## config.mk

```make
export PLATFORM = sky130hd
export DESIGN_NAME = mapreduce_job_ctrl
export DESIGN_NICKNAME = d
export VERILOG_FILES = /design/src/rtl/mapreduce_job_ctrl.sv
export SDC_FILE = /design/constraint.sdc
export NUM_CORES = 1
export LEC_CHECK = 0
export ABC_AREA = 1
export CAP_MARGIN = 5
export CORE_MARGIN = 3
export CORE_UTILIZATION = 39
export DETAILED_ROUTE_END_ITERATION = 8
export SLEW_MARGIN = 20
export SYNTH_ARGS = -nofsm -noshare
export SYNTH_HDL_FRONTEND = slang
export SYNTH_SLANG_ARGS = --single-unit
export TNS_END_PERCENT = 50
```

## constraint.sdc

```tcl
create_clock -name i_clk -period 10 [get_ports i_clk]
set_input_delay 2 -clock i_clk [delete_from_list [all_inputs] [get_ports i_clk]]
set_output_delay 2 -clock i_clk [all_outputs]
set_load 0.1 [all_outputs]
```

## src/rtl/mapreduce_job_ctrl.sv

```systemverilog
// Job sequencer for map_reducer: clear, stream a fixed number of beats, drain,
// then latch the reduced count and raise a completion interrupt.
module mapreduce_job_ctrl #(
    parameter int LEN_W        = 32,
    parameter int CLR_CYCLES   = 2,
    parameter int DRAIN_CYCLES = 8
) (
    input  logic             i_clk,
    input  logic             i_rst,
    input  logic             i_job_len_wr,
    input  logic [LEN_W-1:0] i_job_len,
    input  logic             i_start,
    input  logic             i_abort,
    input  logic             i_irq_ack,
    input  logic             i_strm_data_valid,
    output logic             o_strm_data_rdy,
    output logic             o_mr_data_valid,
    input  logic             i_mr_data_rdy,
    output logic             o_mr_clr,
    input  logic [31:0]      i_mr_data_count,
    output logic             o_busy,
    output logic             o_done,
    output logic             o_irq,
    output logic [LEN_W-1:0] o_beat_count,
    output logic [31:0]      o_result
);

    localparam int CLR_W = (CLR_CYCLES > 1) ? $clog2(CLR_CYCLES) : 1;
    localparam int DRN_W = (DRAIN_CYCLES > 1) ? $clog2(DRAIN_CYCLES) : 1;
    localparam logic [CLR_W-1:0] CLR_LAST = CLR_W'(CLR_CYCLES - 1);
    localparam logic [DRN_W-1:0] DRN_LAST = DRN_W'(DRAIN_CYCLES - 1);

    typedef enum logic [2:0] {
        ST_IDLE,
        ST_CLEAR,
        ST_RUN,
        ST_DRAIN,
        ST_DONE
    } state_t;

    state_t           r_state;
    state_t           w_next_state;
    logic [LEN_W-1:0] r_job_len;
    logic [LEN_W-1:0] r_beat_count;
    logic [CLR_W-1:0] r_clr_cnt;
    logic [DRN_W-1:0] r_drain_cnt;
    logic [31:0]      r_result;
    logic             r_irq;

    logic             w_idle_like;
    logic [LEN_W-1:0] w_len_eff;
    logic [LEN_W-1:0] w_beat_inc;
    logic             w_start_job;
    logic             w_start_empty;
    logic             w_beat;
    logic             w_last_beat;
    logic             w_clr_done;
    logic             w_drain_done;
    logic             w_enter_done;

    always_comb begin
        w_idle_like   = (r_state == ST_IDLE) || (r_state == ST_DONE);
        // A length written in the same cycle as start is the one the job uses.
        w_len_eff     = i_job_len_wr ? i_job_len : r_job_len;
        w_start_job   = w_idle_like && i_start && (w_len_eff != '0);
        w_start_empty = w_idle_like && i_start && (w_len_eff == '0);
        w_beat_inc    = r_beat_count + LEN_W'(1);
        // Abort wins over a same-cycle beat, so the partial count stays exact.
        w_beat        = (r_state == ST_RUN) && i_strm_data_valid && i_mr_data_rdy && !i_abort;
        w_last_beat   = w_beat && (w_beat_inc == r_job_len);
        w_clr_done    = (r_state == ST_CLEAR) && (r_clr_cnt == CLR_LAST);
        w_drain_done  = (r_state == ST_DRAIN) && (r_drain_cnt == DRN_LAST);
        w_enter_done  = (w_drain_done && !i_abort) || w_start_empty;
    end

    always_ff @(posedge i_clk or posedge i_rst) begin
        if (i_rst) begin
            r_state <= ST_IDLE;
        end else begin
            r_state <= w_next_state;
        end
    end

    always_comb begin
        w_next_state    = r_state;
        o_mr_clr        = 1'b0;
        o_strm_data_rdy = 1'b0;
        o_mr_data_valid = 1'b0;
        o_busy          = 1'b0;
        o_done          = 1'b0;
        unique case (r_state)
            ST_IDLE, ST_DONE: begin
                o_done = (r_state == ST_DONE);
                if (w_start_job) begin
                    w_next_state = ST_CLEAR;
                end else if (w_start_empty) begin
                    w_next_state = ST_DONE;
                end
            end
            ST_CLEAR: begin
                o_mr_clr = 1'b1;
                o_busy   = 1'b1;
                if (i_abort) begin
                    w_next_state = ST_IDLE;
                end else if (w_clr_done) begin
                    w_next_state = ST_RUN;
                end
            end
            ST_RUN: begin
                o_strm_data_rdy = i_mr_data_rdy;
                o_mr_data_valid = i_strm_data_valid;
                o_busy          = 1'b1;
                if (i_abort) begin
                    w_next_state = ST_IDLE;
                end else if (w_last_beat) begin
                    w_next_state = ST_DRAIN;
                end
            end
            ST_DRAIN: begin
                o_busy = 1'b1;
                if (i_abort) begin
                    w_next_state = ST_IDLE;
                end else if (w_drain_done) begin
                    w_next_state = ST_DONE;
                end
            end
            default: begin
                w_next_state = ST_IDLE;
            end
        endcase
    end

    always_ff @(posedge i_clk or posedge i_rst) begin
        if (i_rst) begin
            r_job_len    <= '0;
            r_beat_count <= '0;
            r_clr_cnt    <= '0;
            r_drain_cnt  <= '0;
            r_result     <= '0;
            r_irq        <= 1'b0;
        end else begin
            if (w_idle_like && i_job_len_wr) begin
                r_job_len <= i_job_len;
            end

            if (w_start_job || w_start_empty) begin
                r_beat_count <= '0;
            end else if (w_beat) begin
                r_beat_count <= w_beat_inc;
            end

            if ((r_state == ST_CLEAR) && (w_next_state == ST_CLEAR)) begin
                r_clr_cnt <= r_clr_cnt + CLR_W'(1);
            end else begin
                r_clr_cnt <= '0;
            end

            if ((r_state == ST_DRAIN) && (w_next_state == ST_DRAIN)) begin
                r_drain_cnt <= r_drain_cnt + DRN_W'(1);
            end else begin
                r_drain_cnt <= '0;
            end

            if (w_drain_done && !i_abort) begin
                r_result <= i_mr_data_count;
            end else if (w_start_empty) begin
                r_result <= '0;
            end

            // Entering DONE beats a same-cycle acknowledge.
            if (w_enter_done) begin
                r_irq <= 1'b1;
            end else if (i_irq_ack) begin
                r_irq <= 1'b0;
            end
        end
    end

    assign o_irq        = r_irq;
    assign o_beat_count = r_beat_count;
    assign o_result     = r_result;

endmodule
```

==> results.md, run 1 <==
- Outcome: completed
- Total vias in the final route: between 5000 and 6000
- Power Density: around 160 nW/µm²
- Final GP Congestion: between 0.9 and 1
- Kind of critical path: in -> out
- Initial core utilization: 0.407
- Core Area: around 15000 µm²
- Antenna Cells: 0
- Seq/Total Area, Yosys: 0.430
- Final min period: between 5 and 6 ns
- Syn Area/Cell: around 7.1 µm²
- Most frequent cells in the layout: nand2_1 (294), clkdlybuf4s50_1 (141), nand3_1 (112)
- Initial DRC Count: 397
- Wl on met1: 8270 µm
- Final total power: 0.00130 W
- Top Metal Used: met4
- Vias in the first global route: around 5700
- Fmax: approximately 170 MHz
- Total congestion overflow: 0
- Die ar.: ~17000 µm²
- Commonest non-fill, non-tap cell in the layout: nand2_1
- Final hold vios: 0
- Yosys top cell area share: 0.430
- Worst hold path class: reg -> reg
- Hpwl dp: 13900 µm
- Post-CTS sizing: 0
- Required time worst endpoint: 8.00 ns
- Root Driver: clkbuf_16
- CTS tree: yes
- Chip width: ~130 µm
- Post-synthesis cell area: approximately 6100 µm²
- DRC violation count after routing: 0
- Worst-skew pair later-pin latency: 0.36 ns
- Synth cell types: 33
- Nets: approximately 1100
- Die height: around 130 µm
- P_int: 0.000840 W
- Vias per inst: about 5
- Synth Instances: approximately 860
- Max VDD drop: 86.0 µV
- CP Launch Type: primary input
- Clk pwr share: 0.305
- Area growth from synthesis to layout: 31.5%
- Max-slew headroom: 0.317
- Layout cells sized above 1: 0.0523
- Arr. time, crit path: approximately 3.8 ns
- First-pass GRT wire length: slightly below 30000 µm
- Pleak: 3.77 nW
- IO Count: 142
- Routed WL: roughly 18000 µm
- Port Buffers: around 140
- Syn nets: ~930
- Switching power: about 0.00046 W
- Hold buffer count at CTS: 0
- WL/cell: 15.5 µm
- Setup-failing EPs final: 0
- GRT Total Usage: 0.221
- CTS Sinks: 104
- H-tree depth: 3
- Clock Tree Buf Depth: 2
- Max cap viols: 0
- RSZ-0062 raised after global routing: false
- Post-DRT Antenna Nets: 0
- Maximum fanout along the worst path: 2
- Combinational group share of total power: 0.266
- Seq pwr share: 0.429
- Worst-Margin Slew: slightly above 1 ns
- Sw frac: 0.355
- Metal2 WL: 8150 µm
- Final period util: 0.576
- Ranking of synthesized cells by area: dfrtp_1 (43%), nand2_1 (18%), nand3_1 (9.3%)
- Cell taking the most area after synthesis: dfrtp_1
- Row count: 44
- Synth Register Bits: 104
- Postcts setup bufs: 0
- Clock Skew: 0.00822 ns
- Clk slew on worst S/H paths: approximately 0.070 ns
- Drt pass-1 iters: 5
- Routed length on met3: around 1600 µm
- Fillers: 1480
- Crit end category: output pin
- Total negative setup slack: 0 ns
- YS warnings: 0
- R2R Setup Slk: around 7.5 ns
- CTS Buf Count: 9
- Antenna violations before repair: 0
- Max Slew Vio Count: 0
- Pin count of the biggest net entering global routing: 61
[synthesized netlist by cell type]
cell type	n
nand3_1	112
nand2_1	295
nand2_2	9
xor2_1	6
a31oi_1	1
o211ai_1	1
a21oi_1	17
nand2_4	3
o22ai_1	29
inv_1	97
clkbuf_1	11
dfrtp_1	104
ha_1	3
xnor2_1	1
o21ai_1	4
buf_2	8
nand4_1	7
mux2_2	2
inv_2	2
nand3_2	2
buf_1	4
nor2_8	3
nor3_1	2
nand4_2	1
xnor3_1	2
o41ai_1	2
o21ai_0	16
o32ai_1	6
nor2_2	4
nor2_4	5
nand3b_1	3
and2_1	2
nor2_1	92
[power groups by stage]
stage | clock [W] | combinational, W | sequential (W)
2_1_floorplan | 0 | 0.000245 | 0.000538
3_3_place_gp | 0 | 0.000344 | 0.000565
3_5_place_dp | 0 | 0.000347 | 0.000565
4_1_cts | 0.000408 | 0.000349 | 0.000557
5_1_grt | 0.000425 | 0.000391 | 0.000568
6_report | 0.000398 | 0.000346 | 0.000559
[worst paths after layout]
check / cells after the start / startpoint / endpoint
worst max-delay path: 4 / i_mr_data_rdy / o_strm_data_rdy
worst min-delay path: 1 / r_drain_cnt[0] / r_drain_cnt[0]
worst max register to register: 6 / r_state[1] / o_result[21]
worst min register to register: 1 / r_drain_cnt[0] / r_drain_cnt[0]
max in group asynchronous: 3 / i_rst / o_beat_count[30]
min in group asynchronous: 2 / i_rst / o_result[9]
[metal layers]
layer  track usage  vias to the layer above
met3        0.0894                       14
li1              -                     3015
met4        0.0436                        0
met5             0                        -
met1         0.298                     2689
met2         0.340                      188
[critical path: stages]
cell and delay [ns]:
clkdlybuf4s50_1 0.48, inv_1 0.05, nor2_1 0.09, clkdlybuf4s50_1 1.14
[state kept, by name, indices dropped and copies added, names as in the netlist]
signal / cells
r_drain_cnt: 3
o_irq: 1
r_state: 3
o_result: 32
r_job_len: 32
r_clr_cnt: 1
o_beat_count: 32
[kinds of logic after synthesis]
kind of cell	after synthesis	share of synthesized area
adder cells (fa/ha/maj)	3	0.00620
flip-flops	104	0.430
XOR/XNOR	9	0.0176
AO/OA/AOI/OAI	76	0.0744
buffers and inverters	122	0.0773
AND/OR/NAND/NOR	540	0.391
multiplexers	2	0.00372
[layout make-up]
class / count / area [µm²] / area share
clock buffers: 10 / 229 / 0.0288
clock inverters: 6 / 98.8 / 0.0124
inverters: 99 / 374 / 0.0470
multi-input cells: 630 / 2990 / 0.375
flip-flops and latches: 104 / 2600 / 0.327
well taps: 184 / 230 / 0.0289
repair buffers: 145 / 1440 / 0.181
[metrics by stage]
step	util	instance area [µm²]	hold slack [ns]	std cells	setup slack (ns)
4_1_cts	0.536	7960	0.442	1178	4.24
2_1_floorplan	-	6050	0.410	856	4.72
3_5_place_dp	0.514	7630	0.423	1162	4.24
3_3_place_gp	0.514	7630	0.425	1162	4.25
6_report	0.536	7960	0.439	1178	4.24
5_1_grt	0.536	7960	0.486	1178	4.20
(Power assumes the default switching activity.)
==> inputs of run 2 (changes only) <==
- clock period: 10 -> 5.3 ns (I/O delays scaled with it)
==> results.md, run 2 (same netlist as run 1, synthesis figures left out) <==
- Outcome: completed
- Worst-Margin Slew: ~1.0 ns
- FF-to-FF End: o_result[18]
- Total congestion overflow: 0
- Total negative setup slack: 0 ns
- Clk slew on worst S/H paths: roughly 0.070 ns
- Worst setup path endpoint: o_strm_data_rdy
- Fmax: between 200 and 300 MHz
- Worst setup margin: around 1.4 ns
- Maximum fanout along the worst path: 2
- Clock Tree Buf Depth: 2
- Clock Skew: 0.00758 ns
- CP Launch Type: primary input
- Most frequent cells in the layout: nand2_1 (294), clkdlybuf4s50_1 (141), nand3_1 (112)
- GRT Total Usage: 0.222
- Power Density: 300 nW/µm²
- Post-Place Cell Area: about 7600 µm²
- Max Slew Vio Count: 0
- Initial DRC Count: 524
- Final Util: 0.533
- Final GP Congestion: roughly 0.9
- Crit end category: output pin
- Final period util: 0.732
- R2R Setup Slk: about 2.8 ns
- Postcts setup bufs: 0
- Vias in the first global route: 5537
- RSZ-0062 raised after global routing: false
- Fillers: approximately 1500
- R2r startpoint: r_state[1]
- Max cap viols: 0
- Register Area: roughly 2600 µm²
- Finished Cell Area: about 8000 µm²
- Dpl ws: approximately 1.4 ns
- Multi-input gate area: 2990 µm²
- Hpwl dp: 14000 µm
- Chip width: between 100 and 150 µm
- Critical Path Start: i_mr_data_rdy
- IO Count: 142
- Post-CTS sizing: 0
- R2R depth: 6
- Hold buffer count at CTS: 0
- Commonest non-fill, non-tap cell in the layout: nand2_1
- Die ar.: approximately 17000 µm²
- Pleak: 3.75 nW
- CTS Buf Count: 9
- Antenna violations before repair: 0
- Routed WL: about 18000 µm
- Max-slew headroom: 0.318
- Row count: 44
- Hold Slack: around 0.44 ns
- WL/cell: 15.5 µm
- CTS tree: yes
- CTS Sinks: ~100
- Final min period: roughly 3.9 ns
- Nets: between 1000 and 1500
- Total vias in the final route: approximately 5900
- Worst-skew pair later-pin latency: between 0.3 and 0.4 ns
- Initial core utilization: 0.407
- Setup-failing EPs final: 0
- Kind of critical path: in -> out
- Die height: roughly 130 µm
- Pin count of the biggest net entering global routing: 71
- Area growth from synthesis to layout: 30.8%
- Final hold vios: 0
- Root Driver: clkbuf_16
- Drt pass-1 iters: 5
- H-tree depth: 3
- Worst hold path class: reg -> reg
- Arr. time, crit path: around 2.8 ns
- Required time worst endpoint: between 4 and 5 ns
- First-pass GRT wire length: 29400 µm
- Post-DRT Antenna Nets: 0
- Layout cells sized above 1: 0.0514
- DRC violation count after routing: 0
- Max VDD drop: ~160 µV
- Antenna Cells: 0
- Port Buffers: between 100 and 150
- Core Area: roughly 15000 µm²
- Vias per inst: about 5
## run 2: cell types whose count changed in the layout (fill, tap and decap cells not counted)
cell       previous run  this run
inv_6                 1         0
bufinv_16             2         1
clkinv_2              0         1
clkinv_4              0         2
clkbuf_1              1         0
inv_8                 2         0
## run 2: area by class of cell
class	count	share of cell area
Tap cell	184	0.0291
Clock inverter	5	0.00758
Multi-Input combinational cell	630	0.377
Clock buffer	9	0.0284
Inverter	99	0.0472
Sequential cell	104	0.329
Timing Repair Buffer	145	0.182
## run 2: worst min path at each step
stage               depth (start not counted)      startpoint              to
floorplan                                   1  r_drain_cnt[0]  r_drain_cnt[0]
global placement                            1  r_drain_cnt[0]  r_drain_cnt[0]
detailed placement                          1  r_drain_cnt[0]  r_drain_cnt[0]
CTS                                         1  r_drain_cnt[0]  r_drain_cnt[0]
global route                                1  r_drain_cnt[0]  r_drain_cnt[0]
finish                                      1  r_drain_cnt[0]  r_drain_cnt[0]
## run 2: per-stage QoR
step	instances	total power, W
2_1_floorplan	856	0.00148
3_3_place_gp	1162	0.00171
6_report	1176	0.00238
4_1_cts	1176	0.00239
3_5_place_dp	1162	0.00172
5_1_grt	1176	0.00252
## run 2: worst max-delay path, cell delays in order
cell             delay [ns]
clkdlybuf4s50_1        0.48
inv_1                  0.04
nor2_1                 0.09
clkdlybuf4s50_1        1.14
## run 2: report_power, final
| group | internal, W | total, W | switching (W) | leakage [nW] |
|---|---|---|---|---|
| Clock | 0.000362 | 0.000667 | 0.000305 | 0.137 |
| Sequential | 0.000924 | 0.00106 | 0.000131 | 1.38 |
| Combinational | 0.000238 | 0.000654 | 0.000416 | 2.24 |
## run 2: per-layer routing
layer	share of wire	wire [µm]	GRT usage
met3	0.089	1620	0.0630
met5	0	0	0
met4	0.021	377	0.0678
met1	0.45	8290	0.315
met2	0.44	7990	0.330
==> inputs of run 3 (changes only) <==
- clock period: 5.3 -> 3.9 ns (I/O delays scaled with it)
==> results.md, run 3 (same netlist as run 1, synthesis figures left out) <==
- CTS Sinks: 104
- Final Util: 0.539
- Hold buffer count at CTS: 0
- Critical Path Start: r_state[0]
- R2R Setup Slk: around 1.6 ns
- Most frequent cells in the layout: nand2_1 (294), clkdlybuf4s50_1 (138), nand3_1 (112)
- Kind of critical path: reg -> out
- Chip width: between 100 and 150 µm
- Worst path most repeated cell: nor2_1
- Clk slew on worst S/H paths: ~0.080 ns
- H-tree depth: 3
- Fmax: roughly 320 MHz
- Drt pass-1 iters: 6
- Nets: roughly 1100
- Worst setup margin: slightly above 0.8 ns
- Post-Place Cells: approximately 1200
- Total negative setup slack: 0 ns
- Worst path bufs/invs: 2
- Initial core utilization: 0.407
- FF-to-FF End: o_beat_count[21]
- Total vias in the final route: approximately 6000
- Slowest CP cell: clkdlybuf4s50_1
- Core Area: 14900 µm²
- Final period util: 0.789
- R2r startpoint: r_state[0]
- Worst path depth: 4
- Antenna Cells: 0
- Non-filler cells, final: 1184
- Final GP Congestion: 0.993
- Die ar.: approximately 17000 µm²
- Post-DRT Antenna Nets: 0
- Max cap viols: 0
- Max VDD drop: about 240 µV
- Routed WL: about 19000 µm
- Hpwl dp: 14200 µm
- Clock Skew: between 0.009 and 0.01 ns
- Arr. time, crit path: roughly 2.3 ns
- Vias in the first global route: between 5000 and 6000
- DRC violation count after routing: 0
- Pin count of the biggest net entering global routing: approximately 110
- GRT Total Usage: 0.224
- Worst-Margin Slew: 1.04 ns
- Postcts setup bufs: 0
- Clock Tree Buf Depth: 2
- Post-CTS sizing: 0
- RSZ-0062 raised after global routing: false
- Crit-path cells: nor2_1 > buf_4 > nor2_1 > clkdlybuf4s50_1
- Initial DRC Count: 518
- Vias per inst: 5.08
- CTS tree: yes
- WL/cell: around 16 µm
- Layout cells sized above 1: 0.0620
- Worst hold path class: reg -> reg
- CP Launch Type: flop
- Root Driver: clkbuf_16
- CTS Buf Count: 9
- Worst setup path endpoint: o_busy
- Row count: 44
- Final hold vios: 0
- Dpl ws: around 0.90 ns
- Total congestion overflow: 0
- Area growth from synthesis to layout: 32.4%
- Die height: 131 µm
- Crit end category: output pin
- Pleak: 3.81 nW
- Outcome: completed
- Maximum fanout along the worst path: 6
- First-pass GRT wire length: around 30000 µm
- Final min period: roughly 3.1 ns
- Worst-skew pair later-pin latency: roughly 0.35 ns
- Max Slew Vio Count: 0
- Antenna violations before repair: 0
- Setup-failing EPs final: 0
- Port Buffers: between 100 and 150
- R2R depth: 8
- Power Density: about 420 nW/µm²
- Slowest stage delay, CP: around 1.2 ns
- Max-slew headroom: 0.306
- Required time worst endpoint: 3.12 ns
- Commonest non-fill, non-tap cell in the layout: nand2_1
- IO Count: 142
- CP top delay family: buffers and inverters
-- run 3: power by group --
part	switching, W	total [W]	internal, W
sequential	0.000178	0.00143	0.00126
combinational	0.000569	0.000904	0.000335
clock	0.000450	0.00102	0.000572
total	0.00120	0.00336	0.00216
-- run 3: cell type report --
cell class                      count  area [µm²]
Inverter                           99         374
Clock inverter                      7         104
Timing Repair Buffer              151        1490
Fill cell                        1515        6850
Clock buffer                        9         225
Sequential cell                   104        2600
Multi-Input combinational cell    630        2990
Tap cell                          184         230
-- run 3: worst min path at each step --
stage                          end      startpoint  cells after the start
finish              r_drain_cnt[0]  r_drain_cnt[0]                      1
global route        r_drain_cnt[0]  r_drain_cnt[0]                      1
CTS                 r_drain_cnt[0]  r_drain_cnt[0]                      1
detailed placement  r_drain_cnt[0]  r_drain_cnt[0]                      1
global placement    r_drain_cnt[0]  r_drain_cnt[0]                      1
floorplan           r_drain_cnt[0]  r_drain_cnt[0]                      1
-- run 3: per-stage QoR --
stage / power (W) / instance area (µm²) / hold slack (ns)
after CTS: 0.00338 / 8010 / 0.446
after floorplan: 0.00201 / 6050 / 0.410
after global routing: 0.00356 / 8010 / 0.466
after global placement: 0.00235 / 7680 / 0.430
after detailed placement: 0.00236 / 7680 / 0.436
final: 0.00336 / 8010 / 0.441
-- run 3: worst register-to-register path: stages (launching register included) --
cell,delay (ns)
dfrtp_1,0.45
inv_1,0.10
nand3_1,0.15
nor2_1,0.22
nand2_1,0.08
buf_4,0.21
nand2_1,0.61
buf_4,0.29
o22ai_1,0.09
-- run 3: metal layers --
metal	GRT usage	part of all wire	up-vias
met3	0.0585	0.077	27
met1	0.316	0.46	2751
met4	0.0780	0.023	0
met5	0	0	-
met2	0.335	0.44	203
li1	-	-	3029
==> variant 1: new RTL, config.mk and constraints of run 2 <==
The 5 states of `state_t` get a one-hot encoding in 5 bits.
--- a/src/rtl/mapreduce_job_ctrl.sv
+++ b/src/rtl/mapreduce_job_ctrl.sv
@@ -32,8 +32,8 @@
 
-    typedef enum logic [2:0] {
-        ST_IDLE,
-        ST_CLEAR,
-        ST_RUN,
-        ST_DRAIN,
-        ST_DONE
+    typedef enum logic [4:0] {
+        ST_IDLE  = 5'b00001,
+        ST_CLEAR = 5'b00010,
+        ST_RUN   = 5'b00100,
+        ST_DRAIN = 5'b01000,
+        ST_DONE  = 5'b10000
     } state_t;
Behaviour: same outputs for any inputs over 4 cycles, from zero or initial values and one cycle with i_rst high; so few cycles prove little.
==> variant 1 against run 2 <==
Final area decreased by 0.28%; global-route usage decreased by 0.85 points; synthesized area decreased by 0.66%; maximum frequency about the same; wire length decreased by 3.5%; non-clock buffer count increased by 1; sequential share of layout area increased by 0.74 points; sequential cell count increased by 2; synthesized cell count decreased by 4.0%; total power decreased by 0.42%; via count decreased by 3.1%; hold slack got worse by 0.61 ps; worst setup slack improved by 2.2 ps.
==> variant 1: results (changes against run 2) <==
Status
  – Status: finished clean (unchanged)

Global route
  – Via count of the first global-routing pass: 5404 (was 5537)
  – Pin count of the biggest net entering global routing: 61 (was 71)
  – Combined global-route utilization of all metal layers: 21.3% (was 22.2%)

Critical path
  – Most used cell along the critical path: clkdlybuf4s50_1 (unchanged)
  – Highest cell delay on the worst timing path: 1140 ps (about the same)
  – Critical path fanouts, max: 2 (unchanged)

Pwr
  – Leakage power summed over all cells: 0.00372 uW (was 0.00375 uW)
  – Internal Dissipation: 1570 uW (was 1520 uW)
  – Total power divided by cell area: 300 nW/um^2 (about the same)
  – Logic power comb: 617 uW (was 654 uW)
  – Max IR drop VDD: 0.000143 V (was 0.000164 V)
  – Relative contribution of sequential cells to total power: 45.0% (was 44.4%)

Synthesis
  – Seq cells post-synth: 106 (was 104)
  – Cell types with the largest area share after synthesis: dfrtp_1 (44%), nand2_1 (14%), inv_1 (8.2%), nand3_1 (6.2%), nor2_1 (5.1%) (was dfrtp_1 (43%), nand2_1 (18%), nand3_1 (9.3%), inv_1 (6.0%), nor2_1 (5.7%))
  – Net count after synthesis: 897 (was 931)
  – Mean post-synth cell area: 7.32 um^2 (was 7.07 um^2)
  – Sequential-to-total area share from yosys stat: 44.1% (was 43.0%)
  – Top post-synthesis cells by count: nand2_1 (231), inv_1 (131), dfrtp_1 (105) (was nand2_1 (295), nand3_1 (112), dfrtp_1 (104))

Finish
  – Final Instance Count excl. Fillers: 1151 (was 1176)
  – Fraction of final layout cells with drive strength greater than 1: 4.96% (was 5.14%)
  – Layout-stage area growth over the synthesis result: 31.3% (was 30.8%)
  – Final nets: 1037 (was 1064)

Drt
  – Detailed Route WL: 17.7 mm (was 18.3 mm)
  – Mean number of vias per cell: 4.95 (was 5.00)
  – Number of DRC violations after detailed-routing iteration 0: 495 (was 524)

Place
  – Setup Slack @ Placement: 1420 ps (about the same)
  – Placed standard-cell area: 7600 um^2 (was 7630 um^2)
  – Final HPWL from detailed placement: 13.5 mm (was 14.0 mm)
  – Final estimated routing congestion in global placement: 0.883 (was 0.926)
  – # placed instances: 1135 (was 1162)

STA
  – Worst clock skew: 7.80 ps (was 7.58 ps)
  – Slew HR: 31.8% (about the same)

Clocking
  – Number of buffers created by CTS: 9 (unchanged)
[variant 1: changes by cell type after synthesis, moves of 6 or more]
cell	run 2	this run
inv_1	97	131
nand2_1	295	231
nand3_1	112	74
nor2_1	92	82
nor3_1	2	10
nor4_1	0	7
o21ai_0	16	61
o22ai_1	29	18
o32ai_1	6	0
[variant 1: routing by layer]
layer | up-vias | global-route usage [%] | wire length, um
met3 | 21 | 5.81 | 1370
met4 | 0 | 6.30 | 299
met1 | 2603 | 29.9 | 8150
met5 | - | 0 | 0
li1 | 2891 | - | -
met2 | 185 | 32.4 | 7830
[variant 1: kinds of logic (layout without fill, tap and decap cells)]
kind of cell	count (synthesis)	in the layout	share of synthesized area (%)
buf+inv	150	295	9.82
compound gates	105	105	9.24
flops	106	106	44.1
xor+xnor	11	11	2.52
simple gates	443	443	32.9
fa+ha+maj	3	3	0.624
mux	4	4	0.749
[variant 1: final cells by class]
class                      count  area share (%)
inverter                     133            6.35
clock buffer                  14            3.22
timing repair buffer         146            18.3
tap                          184            2.92
clock inverter                 2           0.491
sequential                   106            33.6
multi-input combinational    566            35.1
[variant 1: worst paths after layout]
kind | cells past startpoint | slack, ps | endpoint | start
setup / recovery | 4 | 1420 | o_mr_data_valid | i_strm_data_valid
hold / removal | 1 | 440 | r_drain_cnt[0] | r_drain_cnt[0]
setup reg to reg | 16 | 2860 | r_state[2] | o_beat_count[0]
hold reg to reg | 1 | 440 | r_drain_cnt[0] | r_drain_cnt[0]
max in group asynchronous | 3 | 3180 | r_state[0] | i_rst
min in group asynchronous | 2 | 1140 | o_beat_count[0] | i_rst
==> variant 2: new RTL, settings of run 2 <==
Made on the original files. The parameter `CLR_CYCLES` goes from 2 to 1.
--- a/src/rtl/mapreduce_job_ctrl.sv
+++ b/src/rtl/mapreduce_job_ctrl.sv
@@ -4,3 +4,3 @@
     parameter int LEN_W        = 32,
-    parameter int CLR_CYCLES   = 2,
+    parameter int CLR_CYCLES   = 1,
     parameter int DRAIN_CYCLES = 8
Behaviour: not the same (a bounded check fails within 4 cycles, from zero or initial values and one cycle with i_rst high).
==> variant 2 against run 2 <==
Sequential cell count is the same; final cell count is 0.43% lower; hold slack worse by 1.4 ps; final area is 1.3% lower; non-clock buffer count stayed put; critical path depth unchanged; die area shrank 1.8%; register-to-register slack improved by 130 ps; total power increased by 2.4%; synthesized area decreased by 1.9%; clock power down 1%; worst setup slack worse by 3.5 ps; wire length down 4.3%; critical path type unchanged; largest power group unchanged.
==> variant 2: results (changes against run 2) <==
Place
  – Placed standard-cell area: 7530 um^2 (was 7630 um^2)
  – Final HPWL from detailed placement: 13.4 mm (was 14.0 mm)
  – # placed instances: 1155 (was 1162)

Drt
  – Mean number of vias per cell: 4.91 (was 5.00)
  – Detailed Route WL: 17.5 mm (was 18.3 mm)
  – Drt wl/cell: 14.9 um (was 15.5 um)
  – Met1 layer wirelength in the final routing: 7.88 mm (was 8.29 mm)
  – Met3 wirelength from detailed routing: 1.47 mm (was 1.62 mm)

Synthesis
  – Multiplexer share of the synthesized area: 0.379% (was 0.372%)
  – Net count after synthesis: 921 (was 931)
  – Fraction of the mapped netlist area in adder cells: 0.632% (was 0.620%)
  – Cell types with the largest area share after synthesis: dfrtp_1 (44%), nand2_1 (19%), nand3_1 (7.5%), inv_1 (6.8%), nor2_1 (5.4%) (was dfrtp_1 (43%), nand2_1 (18%), nand3_1 (9.3%), inv_1 (6.0%), nor2_1 (5.7%))
  – Synthesized-area fraction occupied by xor and xnor cells: 1.66% (was 1.76%)
  – Sequential-to-total area share from yosys stat: 43.8% (was 43.0%)

STA
  – Minimum clock period: 3880 ps (about the same)
  – Slew HR: 30.2% (was 31.8%)

Global route
  – Met2 capacity usage during global routing: 34.2% (was 33.0%)
  – Via count of the first global-routing pass: 5496 (was 5537)
  – GRT met1 Usage: 29.1% (was 31.5%)
  – Pin count of the biggest net entering global routing: 63 (was 71)
  – Fraction of met3 tracks used by global routing: 6.31% (was 6.30%)
  – Combined global-route utilization of all metal layers: 21.8% (was 22.2%)
  – Global-route wire length before repair: 28.5 mm (was 29.4 mm)

Status
  – Status: finished clean (unchanged)

Finish
  – Fraction of final layout cells with drive strength greater than 1: 5.17% (was 5.14%)
  – Final nets: 1057 (was 1064)

Critical path
  – R2R Setup Slk: 2930 ps (was 2800 ps)
  – RR Endpoint: o_beat_count[25] (was o_result[18])
  – Critical Path Source: i_strm_data_valid (was i_mr_data_rdy)

Pwr
  – Switching portion of total power: 37.5% (was 35.9%)
-- variant 2: cell count changes after synthesis, moves of 6 or more --
cell | before | now
nand2_1 | 295 | 307
nor2_1 | 92 | 86
a21oi_1 | 17 | 11
nand3_1 | 112 | 89
o21ai_0 | 16 | 41
inv_1 | 97 | 107
o22ai_1 | 29 | 17
-- variant 2: area by class of cell --
cell class	count	area, um^2	share of cell area (%)
clock buffer	10	239	3.06
timing repair buffer	145	1440	18.4
inverter	112	423	5.41
clock inverter	6	48.8	0.624
sequential	104	2600	33.3
tap	184	230	2.94
multi-input combinational	610	2830	36.2
-- variant 2: logic make-up after synthesis --
kind of cell | count (synthesis)
multiplexers | 2
buffers and inverters | 132
AO/OA/AOI/OAI | 75
other | 1
flip-flops | 104
XOR/XNOR | 6
adder cells (fa/ha/maj) | 3
AND/OR/NAND/NOR | 523
-- variant 2: critical path: stages --
cell and delay (ps):
clkdlybuf4s50_1 480, inv_1 40, nor2_1 90, clkdlybuf4s50_1 1140
